`config.mk`:
```
export PLATFORM = sky130hd
export DESIGN_NAME = led_frame_scheduler_flat
export DESIGN_NICKNAME = d
export VERILOG_FILES = /design/src/rtl/led_sched_pkg.sv /design/src/rtl/led_frame_scheduler_if.sv /design/src/rtl/rr_arbiter.sv /design/src/rtl/led_frame_scheduler.sv /design/src/flat_wrapper.sv
export SDC_FILE = /design/constraint.sdc
export NUM_CORES = 1
export LEC_CHECK = 0
export ABC_CLOCK_PERIOD_IN_PS = 2750
export CAP_MARGIN = 20
export CORE_AREA = 5 5 420 422
export DETAILED_ROUTE_END_ITERATION = 10
export DIE_AREA = 0 0 425 427
export SYNTH_ARGS = -nofsm -noshare
export SYNTH_HDL_FRONTEND = slang
export SYNTH_SLANG_ARGS = --single-unit
```
`constraint.sdc`:
```
create_clock -name clock -period 2.75 [get_ports clock]
set_input_delay 0.55 -clock clock [delete_from_list [all_inputs] [get_ports clock]]
set_output_delay 0.55 -clock clock [all_outputs]
set_load 0.02 [all_outputs]
```
`src/rtl/led_sched_pkg.sv`:
```
// Shared definitions for the LED frame scheduler: FSM encoding and WS2811 frame constants.
package led_sched_pkg;

  typedef enum logic [1:0] {StIdle, StLatch, StSend, StGap} sched_state_e;

  localparam int unsigned LED_WORD_W         = 24;
  localparam int unsigned DEF_LED_COUNT      = 11;
  localparam int unsigned DEF_GAP_CYCLES     = 2500;  // 50 us latch gap at 50 MHz
  localparam int unsigned DEF_TIMEOUT        = 500000;
  localparam int unsigned SRC_W              = 2;     // source index width, N_SRC <= 4

  function automatic int unsigned max_u(input int unsigned a, input int unsigned b);
    return (a > b) ? a : b;
  endfunction

endpackage

```
`src/rtl/led_frame_scheduler_if.sv`:
```
// Producer/driver-facing signal bundle of the LED frame scheduler.
interface led_frame_scheduler_if
  import led_sched_pkg::*;
#(
  parameter int unsigned N_SRC     = 3,
  parameter int unsigned LED_COUNT = DEF_LED_COUNT
);
  logic [N_SRC-1:0]                  req;
  logic [N_SRC*LED_COUNT*LED_WORD_W-1:0] frame_in;
  logic [N_SRC-1:0]                  grant;
  logic [SRC_W-1:0]                  active_src;
  logic                              busy;
  logic                              drv_enable;
  logic [LED_COUNT*LED_WORD_W-1:0]   drv_frame;
  logic                              drv_frame_done;
  logic                              frame_done;
  logic                              timeout_err;

  modport master (
    output req, frame_in, drv_frame_done,
    input  grant, active_src, busy, drv_enable, drv_frame, frame_done, timeout_err
  );

  modport slave (
    input  req, frame_in, drv_frame_done,
    output grant, active_src, busy, drv_enable, drv_frame, frame_done, timeout_err
  );
endinterface

```
`src/rtl/rr_arbiter.sv`:
```
// Combinational round-robin pick: first requester after last_i, wrapping modulo N_SRC.
module rr_arbiter
  import led_sched_pkg::*;
#(
  parameter int unsigned N_SRC = 3
) (
  input  logic [N_SRC-1:0] req_i,
  input  logic [SRC_W-1:0] last_i,
  output logic [N_SRC-1:0] grant_o,
  output logic [SRC_W-1:0] idx_o,
  output logic             valid_o
);

  always_comb begin
    grant_o = '0;
    idx_o   = '0;
    valid_o = 1'b0;
    for (int off = 1; off <= int'(N_SRC); off++) begin
      int cand;
      cand = (int'(last_i) + off) % int'(N_SRC);
      if (!valid_o && req_i[cand]) begin
        valid_o       = 1'b1;
        idx_o         = SRC_W'(cand);
        grant_o[cand] = 1'b1;
      end
    end
  end

endmodule

```
`src/rtl/led_frame_scheduler.sv`:
```
// Grants one LED frame producer per frame, shadows its frame for the WS2811 driver,
// and enforces the post-frame latch gap and a SEND timeout.
module led_frame_scheduler
  import led_sched_pkg::*;
#(
  parameter int unsigned N_SRC      = 3,
  parameter int unsigned LED_COUNT  = DEF_LED_COUNT,
  parameter int unsigned GAP_CYCLES = DEF_GAP_CYCLES,
  parameter int unsigned TIMEOUT    = DEF_TIMEOUT
) (
  input logic                  clock,
  input logic                  reset,
  led_frame_scheduler_if.slave bus
);

  localparam int unsigned FrameW = LED_COUNT * LED_WORD_W;
  localparam int unsigned CntMax = max_u(GAP_CYCLES, TIMEOUT);
  localparam int unsigned CntW   = (CntMax > 1) ? $clog2(CntMax) : 1;
  localparam logic [CntW-1:0] TimeoutLast = CntW'(TIMEOUT - 1);
  localparam logic [CntW-1:0] GapLast     = CntW'(GAP_CYCLES - 1);

  sched_state_e      state_q, state_d;
  logic [N_SRC-1:0]  win_oh_q, win_oh_d;
  logic [SRC_W-1:0]  win_idx_q, win_idx_d;
  logic [SRC_W-1:0]  last_grant_q, last_grant_d;
  logic [SRC_W-1:0]  active_src_q, active_src_d;
  logic [FrameW-1:0] drv_frame_q, drv_frame_d;
  logic              frame_done_q, frame_done_d;
  logic              timeout_err_q, timeout_err_d;
  logic [CntW-1:0]   cnt_q, cnt_d;

  logic [N_SRC-1:0]  arb_oh;
  logic [SRC_W-1:0]  arb_idx;
  logic              arb_valid;

  rr_arbiter #(
    .N_SRC (N_SRC)
  ) u_rr_arbiter (
    .req_i   (bus.req),
    .last_i  (last_grant_q),
    .grant_o (arb_oh),
    .idx_o   (arb_idx),
    .valid_o (arb_valid)
  );

  always_comb begin
    state_d       = state_q;
    win_oh_d      = win_oh_q;
    win_idx_d     = win_idx_q;
    last_grant_d  = last_grant_q;
    active_src_d  = active_src_q;
    drv_frame_d   = drv_frame_q;
    frame_done_d  = 1'b0;
    timeout_err_d = timeout_err_q;

    unique case (state_q)
      StIdle: begin
        if (arb_valid) begin
          win_oh_d  = arb_oh;
          win_idx_d = arb_idx;
          state_d   = StLatch;
        end
      end
      StLatch: begin
        drv_frame_d  = bus.frame_in[win_idx_q * FrameW +: FrameW];
        active_src_d = win_idx_q;
        last_grant_d = win_idx_q;
        state_d      = StSend;
      end
      StSend: begin
        // A done pulse on the final allowed cycle still counts as a clean frame.
        if (bus.drv_frame_done) begin
          frame_done_d = 1'b1;
          state_d      = StGap;
        end else if (cnt_q == TimeoutLast) begin
          timeout_err_d = 1'b1;
          state_d       = StGap;
        end
      end
      StGap: begin
        if (cnt_q == GapLast) state_d = StIdle;
      end
      default: state_d = StIdle;
    endcase

    // Shared counter restarts on every state change and saturates instead of wrapping.
    if (state_d != state_q) begin
      cnt_d = '0;
    end else if (cnt_q == '1) begin
      cnt_d = cnt_q;
    end else begin
      cnt_d = cnt_q + 1'b1;
    end
  end

  always_ff @(posedge clock) begin
    if (reset) begin
      state_q       <= StIdle;
      win_oh_q      <= '0;
      win_idx_q     <= '0;
      last_grant_q  <= SRC_W'(N_SRC - 1);
      active_src_q  <= '0;
      drv_frame_q   <= '0;
      frame_done_q  <= 1'b0;
      timeout_err_q <= 1'b0;
      cnt_q         <= '0;
    end else begin
      state_q       <= state_d;
      win_oh_q      <= win_oh_d;
      win_idx_q     <= win_idx_d;
      last_grant_q  <= last_grant_d;
      active_src_q  <= active_src_d;
      drv_frame_q   <= drv_frame_d;
      frame_done_q  <= frame_done_d;
      timeout_err_q <= timeout_err_d;
      cnt_q         <= cnt_d;
    end
  end

  assign bus.grant       = (state_q == StLatch) ? win_oh_q : '0;
  assign bus.busy        = (state_q != StIdle);
  assign bus.drv_enable  = (state_q == StSend);
  assign bus.active_src  = active_src_q;
  assign bus.drv_frame   = drv_frame_q;
  assign bus.frame_done  = frame_done_q;
  assign bus.timeout_err = timeout_err_q;

endmodule
```
`src/flat_wrapper.sv`:
```
// flat-port wrapper written by rule: the top's interface ports become plain ports
module led_frame_scheduler_flat import led_sched_pkg::*;
#(
  parameter int unsigned N_SRC      = 3,
  parameter int unsigned LED_COUNT  = DEF_LED_COUNT,
  parameter int unsigned GAP_CYCLES = DEF_GAP_CYCLES,
  parameter int unsigned TIMEOUT    = DEF_TIMEOUT
)
  (clock, reset, bus_req, bus_frame_in, bus_drv_frame_done, bus_grant, bus_active_src, bus_busy, bus_drv_enable, bus_drv_frame, bus_frame_done, bus_timeout_err);
  led_frame_scheduler_if #(.N_SRC(N_SRC), .LED_COUNT(LED_COUNT)) bus_i ();
  input logic clock;
  input logic reset;
  input wire logic [$bits(bus_i.req)-1:0] bus_req;
  input wire logic [$bits(bus_i.frame_in)-1:0] bus_frame_in;
  input wire logic [$bits(bus_i.drv_frame_done)-1:0] bus_drv_frame_done;
  output wire logic [$bits(bus_i.grant)-1:0] bus_grant;
  output wire logic [$bits(bus_i.active_src)-1:0] bus_active_src;
  output wire logic [$bits(bus_i.busy)-1:0] bus_busy;
  output wire logic [$bits(bus_i.drv_enable)-1:0] bus_drv_enable;
  output wire logic [$bits(bus_i.drv_frame)-1:0] bus_drv_frame;
  output wire logic [$bits(bus_i.frame_done)-1:0] bus_frame_done;
  output wire logic [$bits(bus_i.timeout_err)-1:0] bus_timeout_err;
  assign bus_i.req = bus_req;
  assign bus_i.frame_in = bus_frame_in;
  assign bus_i.drv_frame_done = bus_drv_frame_done;
  assign bus_grant = bus_i.grant;
  assign bus_active_src = bus_i.active_src;
  assign bus_busy = bus_i.busy;
  assign bus_drv_enable = bus_i.drv_enable;
  assign bus_drv_frame = bus_i.drv_frame;
  assign bus_frame_done = bus_i.frame_done;
  assign bus_timeout_err = bus_i.timeout_err;
  led_frame_scheduler #(.N_SRC(N_SRC), .LED_COUNT(LED_COUNT), .GAP_CYCLES(GAP_CYCLES), .TIMEOUT(TIMEOUT)) u_core (.clock(clock), .reset(reset), .bus(bus_i));
endmodule
```
# Word level (Yosys, flattened, before mapping)
# Index checks and enable logic that the tools add are counted.
# classes
eq_ne	7
mul	1
n_lt_le_gt_ge	6
n_shift	1
reduce_logical	13
mux	31
div	3
n_bitwise	4
add_sub_neg	4
# op_table
op	count
indexed part select 792 x 12 -> 264 bit	1
>= comparator 32 x 1 -> 1 bit (second input constant)	3
< comparator 32 x 4 -> 1 bit (second input constant)	3
modulo 32 x 3 -> 32 bit (second input constant)	3
== test 19 bit (second input constant)	2
adder 19 x 1 -> 19 bit (second input constant)	1
== test 19 x 12 -> 1 bit (second input constant)	1
two-way mux 2 bit	7
two-way mux 1 bit	13
two-way mux 3 bit	4
multiplier 2 x 6 -> 8 bit (second input constant)	1
case mux 2 bit (4 select lines)	1
adder 2 x 2 -> 3 bit (second input constant)	2
binary-select mux 1 bit (select 2 bit)	3
demux 1 bit (select 2 bit)	3
bitwise OR 3 bit	2
logical AND 1 bit	5
== test 2 bit (second input constant)	2
OR reduction 2 bit	2
adder 2 x 1 -> 3 bit (second input constant)	1
AND reduction 3 bit	1
== test 2 x 1 -> 1 bit (second input constant)	1
zero test 1 bit	2
zero test 2 bit	1
other kinds (4)	5
# totals
register_bits	296
wordCells	79

# Logic depth before layout (Yosys ltp)
# logic_depth
word_depth	16
ltp_mapped	9

# By module
# From an unflattened synthesis, not the netlist that was laid out.
# unflattened
cells_unflattened	1976
hier_area_um2	15753.9
# by_module_without_submodules
mod	cells_each	instances	area_per_inst_um2
led_frame_scheduler	1936	1	15472.3
rr_arbiter	40	1	281.5

# Least setup slack after synthesis
# Ideal clock, no wire load.
# synth_timing
kind	flip-flop to flip-flop
startpoint	reg, netlist name u_core.bus.active_src[0]
endpoint	reg u_core.cnt_q[11]
setup_slack_ps	456
t_arrival_ps	2157
setup_ps	136
stages_incl_launch_ff	10
required_time_ps	2614
cell_sequence	dfxtp_1 > inv_1 > ha_1 > buf_2 > nor2_1 > o32ai_1 > nor3_1 > a211oi_4 > buf_6 > nor3_2
# synth_lines
item	line_no	source
end signal, assigned	led_frame_scheduler.sv:116	cnt_q <= cnt_d;
end, declared	led_frame_scheduler.sv:30	logic [CntW-1:0] cnt_q, cnt_d;

# Worst setup path in the final report
# layout_timing
startpoint	reg u_core.state_q[1]
endpoint	out bus_grant[1]
# layout_between
elab_chain_cells	2
# layout_lines
item	line_no	source
start, declared	led_frame_scheduler.sv:22	sched_state_e state_q, state_d;
start signal, assigned	led_frame_scheduler.sv:98	state_q <= StIdle;
start signal, assigned	led_frame_scheduler.sv:108	state_q <= state_d;
== test 2 x 1 -> 1 bit	led_frame_scheduler.sv:120	assign bus.grant = (state_q == StLatch) ? win_oh_q : '0;
two-way mux 3 bit	led_frame_scheduler.sv:120	
end, declared	flat_wrapper.sv:16	output wire logic [$bits(bus_i.grant)-1:0] bus_grant;
# No other way between the ends.

==> PnR_summary.wiki <==
{| class="wikitable"
! Metric !! Value
|-
| Result of the run || finished clean
|-
| Post-Syn Area per Cell || 7.97 um2
|-
| Final critical-path share of the clock period || 0.954
|-
| Worst-path maximum fanout || 7
|-
| Number of global-route vias before repair || 18969
|-
| Placed wire-length estimate after detailed placement || 121000 um
|-
| Share of flip-flops with an asynchronous set or reset || 0
|-
| Post-detailed-route count of antenna-violating nets || 0
|-
| Sequential fraction of the synthesis area || 0.375
|-
| Number of register bits inferred by synthesis || 295
|-
| CTS H-tree depth || 2
|-
| TritonCTS clock tree || yes
|-
| Highest-count cells in the layout ignoring fill and taps || sky130_fd_sc_hd__clkdlybuf4s50_1 (1064), sky130_fd_sc_hd__nor2_1 (537), sky130_fd_sc_hd__dfxtp_1 (293)
|-
| Max cap viols || 0
|-
| Maximum number of pins on one net before global-route repair || 103
|-
| Mux cell area share after synthesis || 0.171
|-
| Synth-to-Final Area Change || 97.1%
|-
| Total Routing Usage GR || 0.149
|-
| Global-route wire length before repair || 182000 um
|-
| Number of hold violations in the final report || 0
|-
| Effective utilization at floorplan || 0.0913
|-
| Via density per instance || 3.72
|-
| Total number of yosys warnings || 0
|-
| Number of optimization iterations in the first detailed-route pass || 5
|-
| Fill cells || 19468
|-
| Parity-gate share of the synthesized area counting xor and xnor cells || 0.00722
|-
| Required time of the critical path || 2.20 ns
|-
| Path category of the worst min-delay check || primary input to flop
|-
| Clock period minus final worst setup slack || 2.62 ns
|-
| Height of the die || 427 um
|-
| Layout Nets || 3781
|-
| DIE AREA || 0.181 mm2
|-
| Die span in x || 425 um
|-
| WL per Instance || 26.8 um
|-
| Final RePlAce weighted congestion || 0.923
|-
| Sum of routed wire length over all layers || 144000 um
|-
| Area of combinational cells with multiple inputs || 0.00911 mm2
|-
| Clock slew seen by the registers of the worst setup and hold paths || 0.06 ns
|-
| Post-synthesis cell area || 0.0158 mm2
|-
| Number of design-rule violations left by the first detailed-router iteration || 1377
|-
| Type of the setup path with the least slack || flop to primary output
|-
| Main combinational cell family by area after synthesis || simple AND/OR/NAND/NOR gates
|-
| Share of layout cells above drive strength 1 || 0.0545
|-
| Skew final || 0.0273 ns
|-
| Std cell rows || 153
|-
| Antenna violations before repair || 167
|-
| Crit path arrival time || 2.07 ns
|-
| Kind of capture point of the worst setup path || primary output
|-
| IO buf count || 1070
|-
| Post-synth EDFFs || 0
|-
| Adder-cell share of the synthesized area || 0.00476
|-
| Number of distinct library cell variants in the gate-level netlist after synthesis || 46
|-
| Type of origin of the critical path || flop
|-
| Area used by sequential logic in the layout || 0.00591 mm2
|-
| Power density over cell area || 758 mW/mm2
|-
| Tightest Pin Transition || 0.825 ns
|-
| Most common cell after layout, fill and taps aside || sky130_fd_sc_hd__clkdlybuf4s50_1
|-
| Synthesized-area fraction occupied by ao, oa, aoi and oai cells || 0.144
|-
| Top-Level Pins || 1071
|-
| P_leak || 10.4 nW
|-
| Total via count in the routed design || 19941
|-
| Maximum root-to-sink buffer count || 3
|-
| Num CTS Buffers || 43
|-
| Maximum vdd drop || 445 uV
|-
| Area inside the core boundary || 0.173 mm2
|-
| Overall overflow remaining after global route || 0
|-
| Syn Nets || 2782
|-
| Final routed DRC violation total || 0
|-
| Setup-failing EPs final || 0
|-
| Post-synthesis instance total || 1978
|-
| Simple-Gate Fraction of Synth Area || 0.249
|-
| Count of pins over their slew limit || 0
|-
| CTS Sinks || 295
|-
| Worst slew slack as a fraction of its limit || 0.447
|-
| Clock latency on the worst-skew pair || 0.64 ns
|-
| Worst slack, placed || 0.171 ns
|-
| Dominant register cell in the synthesized netlist || sky130_fd_sc_hd__dfxtp_1
|-
| Highest clock rate || 0.381 GHz
|-
| Root Buffer Master || sky130_fd_sc_hd__clkbuf_16
|-
| RSZ-0062 raised after global routing || false
|-
| Setup_tns || 0 ns
|-
| Worst Setup Slack, final || 0.127 ns
|}
==> per-layer routing <==
metal | global-route usage | wire length [um]
met5 | 0 | 578
met4 | 0.0530 | 5200
met3 | 0.0663 | 14500
met2 | 0.266 | 73700
met1 | 0.154 | 49600
==> cell families after synthesis <==
kind of cell	Yosys count
AND/OR/NAND/NOR	893
buffers and inverters	197
multiplexers	270
flip-flops	295
adder cells (fa/ha/maj)	6
XOR/XNOR	13
AO/OA/AOI/OAI	304
==> repair_timing <==
item | in CTS | in global routing
gates resized for setup | 2 | 0
endpoints found under the setup margin | 2 | 0
hold buffers | 0 | 0
buffers inserted | 0 | 0
==> area by class of cell <==
type                    instances  share of cell area
repair buffers               1140               0.371
multi-input cells            1486               0.293
flip-flops and latches        295               0.190
well taps                    2325              0.0936
clock buffers                  57              0.0389
clock inverters                18             0.00866
diodes                         34             0.00274
inverters                      11             0.00133
==> power breakdown <==
group          switching [mW]  internal [mW]  total (mW)
logic                    6.62           4.93        11.5
clock network            2.52           3.58        6.10
registers               0.648           5.24        5.89
==> worst paths after layout <==
check / start / end / slack [ns] / depth (start not counted)
min: reset / u_core.bus.drv_frame[50]$_SDFFE_PP0N_ / 0.41 / 2
min reg2reg: u_core.bus.active_src[1]$_SDFFE_PP0N_ / u_core.bus.active_src[1]$_SDFFE_PP0N_ / 0.47 / 2
max reg2reg: u_core.bus.active_src[0]$_SDFFE_PP0N_ / u_core.cnt_q[4]$_SDFFE_PP0P_ / 0.40 / 9
max: u_core.state_q[1]$_SDFF_PP0_ / bus_grant[1] / 0.13 / 3
==> worst max-delay path: stages (launching register included) <==
cell,delay [ns]
sky130_fd_sc_hd__dfxtp_1,0.38
sky130_fd_sc_hd__inv_1,0.19
sky130_fd_sc_hd__and3_1,0.23
sky130_fd_sc_hd__clkdlybuf4s50_1,0.64
==> Yosys cell counts, drive strengths merged (6+ instances only) <==
cell type / n / area, um2
a211oi: 267 / 2020
a21oi: 11 / 55.1
buf: 37 / 171
clkbuf: 149 / 559
dfxtp: 295 / 5910
ha: 6 / 75.1
inv: 11 / 41.3
mux2i: 270 / 2700
nand2: 21 / 78.8
nand3: 10 / 50.1
nor2: 538 / 2020
nor2b: 7 / 43.8
nor3: 289 / 1510
xnor2: 13 / 114
==> per-stage QoR <==
stage	cell area (um2)	power, mW	instances	util	hold slack [ns]
after floorplan	15800	11.7	1978	-	0.453
after global placement	29500	17.5	5257	0.171	0.450
after detailed placement	29500	17.6	5257	0.171	0.455
after CTS	31000	23.9	5332	0.179	0.344
after global routing	31000	24.8	5349	0.180	0.390
final	31100	23.5	5366	0.180	0.415
==> state kept, by name, summed over array words and instances (netlist names) <==
name / count
u_core.bus.drv_frame: 264
u_core.cnt_q: 19
u_core.win_oh_q: 3
u_core.bus.active_src: 2
u_core.state_q: 2
u_core.win_idx_q: 2
u_core.bus.frame_done: 1
u_core.bus.timeout_err: 1
u_core.last_grant_q: 1
Note: power is estimated with default switching activity, not from simulation.
